<file path="src/rtl/multi_debouncer.sv">
// multi_debouncer: N-channel button conditioner with a synchroniser, a consecutive-cycle filter and rise/fall strobes.
// Define DEBOUNCE_HOLD_EN to add a per-channel long-press pulse on o_hold; otherwise o_hold is tied low.
module multi_debouncer #(
   parameter int N_CH        = 4,
   parameter int DELAY       = 1_000_000,
   parameter int SYNC_STAGES = 2,
   parameter int HOLD_CYCLES = 200_000_000
) (
   input  logic            i_clk,
   input  logic            i_rstn,
   input  logic [N_CH-1:0] i_btn_in,
   output logic [N_CH-1:0] o_btn_db,
   output logic [N_CH-1:0] o_rise,
   output logic [N_CH-1:0] o_fall,
   output logic [N_CH-1:0] o_hold
);

   localparam int               CNT_W    = (DELAY > 1) ? $clog2(DELAY) : 1;
   localparam logic [CNT_W-1:0] CNT_LAST = CNT_W'(DELAY - 1);
   localparam logic [CNT_W-1:0] CNT_ONE  = CNT_W'(1);

   logic [N_CH-1:0] r_sync [SYNC_STAGES];
   logic [N_CH-1:0] w_s;

   // NOTE: the synchroniser chain is plain state, so every stage is reset and
   // shifted with non-blocking assignments; blocking ones would collapse the chain.
   always_ff @(posedge i_clk or negedge i_rstn) begin
      if (!i_rstn) begin
         for (int k = 0; k < SYNC_STAGES; k++) r_sync[k] <= '0;
      end else begin
         r_sync[0] <= i_btn_in;
         for (int k = 1; k < SYNC_STAGES; k++) r_sync[k] <= r_sync[k-1];
      end
   end

   assign w_s = r_sync[SYNC_STAGES-1];

   genvar c;
   generate
      for (c = 0; c < N_CH; c++) begin : g_ch
         logic [CNT_W-1:0] r_cnt;
         logic             r_db;
         logic             r_rise;
         logic             r_fall;
         logic             w_diff;
         logic             w_accept;

         assign w_diff   = w_s[c] ^ r_db;
         assign w_accept = w_diff && (r_cnt == CNT_LAST);

         // Any cycle where the synchronised level agrees with r_db restarts the count.
         always_ff @(posedge i_clk or negedge i_rstn) begin
            if (!i_rstn) begin
               r_cnt  <= '0;
               r_db   <= 1'b0;
               r_rise <= 1'b0;
               r_fall <= 1'b0;
            end else begin
               r_rise <= w_accept &&  w_s[c];
               r_fall <= w_accept && !w_s[c];
               if (!w_diff || w_accept) r_cnt <= '0;
               else                     r_cnt <= r_cnt + CNT_ONE;
               if (w_accept) r_db <= w_s[c];
            end
         end

         assign o_btn_db[c] = r_db;
         assign o_rise[c]   = r_rise;
         assign o_fall[c]   = r_fall;

`ifdef DEBOUNCE_HOLD_EN
         localparam int                HOLD_W    = $clog2(HOLD_CYCLES + 1);
         localparam logic [HOLD_W-1:0] HOLD_LAST = HOLD_W'(HOLD_CYCLES);
         localparam logic [HOLD_W-1:0] HOLD_PRE  = HOLD_W'(HOLD_CYCLES - 1);
         localparam logic [HOLD_W-1:0] HOLD_ONE  = HOLD_W'(1);

         logic [HOLD_W-1:0] r_hold_cnt;
         logic              r_hold;

         // Saturation at HOLD_LAST guarantees a single pulse until the level drops.
         always_ff @(posedge i_clk or negedge i_rstn) begin
            if (!i_rstn) begin
               r_hold_cnt <= '0;
               r_hold     <= 1'b0;
            end else begin
               r_hold <= 1'b0;
               if (!r_db) begin
                  r_hold_cnt <= '0;
               end else if (r_hold_cnt != HOLD_LAST) begin
                  r_hold_cnt <= r_hold_cnt + HOLD_ONE;
                  r_hold     <= (r_hold_cnt == HOLD_PRE);
               end
            end
         end

         assign o_hold[c] = r_hold;
`else
         assign o_hold[c] = 1'b0;
`endif
      end
   endgenerate

endmodule

</file>
<file path="config.mk">
export PLATFORM = sky130hd
export DESIGN_NAME = multi_debouncer
export DESIGN_NICKNAME = d
export VERILOG_FILES = /design/src/rtl/multi_debouncer.sv
export SDC_FILE = /design/constraint.sdc
export NUM_CORES = 1
export LEC_CHECK = 0
export ABC_AREA = 1
export CAP_MARGIN = 20
export CORE_MARGIN = 4
export CORE_UTILIZATION = 35
export DETAILED_ROUTE_END_ITERATION = 12
export PLACE_DENSITY = 0.62
export SLEW_MARGIN = 20
export SYNTH_ARGS = -nofsm -noshare
export SYNTH_HDL_FRONTEND = slang
export SYNTH_SLANG_ARGS = --single-unit
</file>
<file path="constraint.sdc">
create_clock -name i_clk -period 1.5 [get_ports i_clk]
set_input_delay 0.15 -clock i_clk [delete_from_list [all_inputs] [get_ports i_clk]]
set_output_delay 0.15 -clock i_clk [all_outputs]
set_load 0.01 [all_outputs]
</file>
==> metrics.csv <==
metric;value;unit
run status;finished, final reports clean;
sequential area share after synthesis;46.3;%
largest cells by area after synthesis;dfrtp_1 46%, nand2_1 11%, nor2_1 11%, inv_1 4.9%, xor2_1 4.5%;
clock buffer depth;2;
combinational family with the most area after synthesis;simple AND/OR/NAND/NOR gates;
area delta synth->final;16.7;%
RD Place Congestion;0.812;
flop2flop setup slack;80;ps
Bufs and invs on worst path;1;
first-pass iteration count of the detailed router;4;
Starting Density;35.7;%
Synth Warn #;0;
area leader, netlist;dfrtp_1;
#FFs+latches synth;100;
RSZ-0062 raised after global routing;yes;
Worst path depth;7;
Worst path slowest cell;dfrtp_1;
Yosys top cell area share;46.3;%
Post-synth EDFFs;0;
Final Non-Filler Cells;920;
Compound-Gate Fraction of Synth Area;1.85;%
Async S/R FF share, synth;100;%
Required @ worst endpoint;1740;ps
Row Count;45;
synth cell count leaders;161 x nand2_1, 161 x nor2_1, 100 x dfrtp_1;
layout cells sized above 1;13.1;%
Hold Fails Final Rpt;0;
Syn Inst Count;692;
Ports;22;
Leak;0.00275;uW
GRT Total Usage;12.7;%
antenna violations before repair;0;
Setup-failing EPs final;0;
adder-cell share of the synthesized area;0.926;%
grt ovf;0;
# DRC;0;
clock period minus final worst setup slack;1420;ps
actual slew at the worst max-slew pin;632;ps
Place WS;26.3;ps
CORE AREA;15100;um2
maxcap violations;0;
Port Buffer Count;17;
TritonCTS buffer count;9;
worst vdd ir;0.612;mV
setup ws final;75.8;ps
reg-to-reg critical path startpoint;g_ch[1].r_cnt[0];
Hold WS;161;ps
mux share of post-synthesis cell area;0;%
CTS H-Tree Depth;3;
Setup crit start kind;flop;
Synth Area in XOR/XNOR;7.62;%
average wire per standard cell;11.4;um
drt first-iter violations;248;
Slew Limit Fails;0;
CP delay by family, top;simple AND/OR/NAND/NOR gates;
Rel. slew slack;57.7;%
largest net degree at the start of global routing;74;
die height;132;um
Hold Path Class;input port to asynchronous set/reset pin;
number of global-route vias before repair;3943;
final setup TNS;0;ps
Mean Syn Cell Area;7.81;um2
critical path, cell by cell;ha_2 -> nand2_2 -> nor2_4 -> buf_6 -> nand3_4 -> nand2_8 -> nor2_1;
clk_lat worst skew;350;ps
DP HPWL;7400;um
r2r worst-path depth;7;
Final Power;5550;uW
NumNets Final;737;
Critical Path End Type;flop;
CTS root buffer;clkbuf_16;
Distinct cells, synth;26;
Sink Count;100;
Die ar.;17500;um2
Pwr Density;880;nW/um2
Vias/cell;4.57;
FF-to-FF End;g_ch[1].r_cnt[6];
final worst path period share;94.9;%
clock skew;7.31;ps
Die W;132;um
final WL;10400;um
post-route antenna net violation count;0;
Placed Cells;897;
slowest cell delay on critical path;390;ps
clock-pin slew on the worst setup and hold paths;70;ps
Synth Flop Type;dfrtp_1;
Synth Area in Simple Gates;35.0;%
vias after detailed routing;4208;
critical path arrival;1660;ps
ant diodes;0;
CTS tree;built;
critical path class;flop to flop;
post-synthesis cell area;5410;um2
first-pass GRT wire length;18200;um
f_max;0.702;GHz
largest fanout on the critical path;10;
flip-flops by register name, summed over array words and instances, names as in the netlist:
name,flops
g_ch.r_rise,4
g_ch.r_db,4
w_s,4
r_sync,4
g_ch.r_fall,4
g_ch.r_cnt,80
cell usage in the layout (no fill, tap or decap), drive strengths merged:
| master | n |
|---|---|
| nor2 | 187 |
| nand2 | 172 |
| dfrtp | 100 |
| inv | 73 |
| nand3 | 52 |
| xor2 | 28 |
| buf | 22 |
| xnor2 | 19 |
| clkdlybuf4s50 | 14 |
| clkbuf | 11 |
| nand4 | 10 |
| a21oi | 9 |
| nor3 | 9 |
| o21ai | 5 |
| o21bai | 4 |
| conb | 4 |
| ha | 4 |
| bufinv | 2 |
| dlymetal6s2s | 2 |
| clkinv | 2 |
| and2 | 1 |
| or2 | 1 |
| dlygate4sd3 | 1 |
power by group:
part           switching (uW)  internal [uW]
Sequential               30.8           2730
Clock                    1000           1560
Combinational             149           75.9
Total                    1180           4370
final cells by class:
cell class              instances  area, um2
fillers                      1515       8840
multi-input cells             505       2610
flip-flops and latches        100       2500
repair buffers                 39        357
inverters                      72        270
clock buffers                  11        253
well taps                     188        235
clock inverters                 5       82.6
cell families after synthesis:
logic type / count (synthesis)
AND/OR/NAND/NOR: 430
flip-flops: 100
buffers and inverters: 92
XOR/XNOR: 47
AO/OA/AOI/OAI: 18
adder cells (fa/ha/maj): 4
other: 1
layer usage:
metal,up-vias,wire length [um],global-route usage (%)
met5,-,0,0
met2,64,4900,20.6
met3,23,359,3.47
met1,1943,4950,16.1
li1,2178,-,-
met4,0,238,4.91
worst max-delay path by stage:
stage	slack, ps	start	end
final	80	g_ch[1].r_cnt[0]	g_ch[1].r_cnt[6]
after global routing	-40	g_ch[1].r_cnt[0]	g_ch[1].r_cnt[11]
after detailed placement	30	g_ch[1].r_cnt[0]	g_ch[1].r_cnt[5]
after floorplan	90	g_ch[0].r_cnt[0]	g_ch[0].r_cnt[15]
after CTS	20	g_ch[2].r_db	o_btn_db[2]
after global placement	80	g_ch[1].r_cnt[0]	g_ch[1].r_cnt[15]
timing repair:
action,CTS,global route
gates resized for setup,0,27
endpoints found under the setup margin,0,59
setup buffers,0,4
hold buffers,1,0
hold endpoints to repair,100,0
stage by stage:
stage                     util (%)  instance area [um2]
after floorplan                  -                 5420
after global placement        38.2                 5790
after detailed placement      38.2                 5790
after CTS                     40.5                 6130
after global routing          41.7                 6310
final                         41.7                 6310
(Power assumes the default switching activity.)
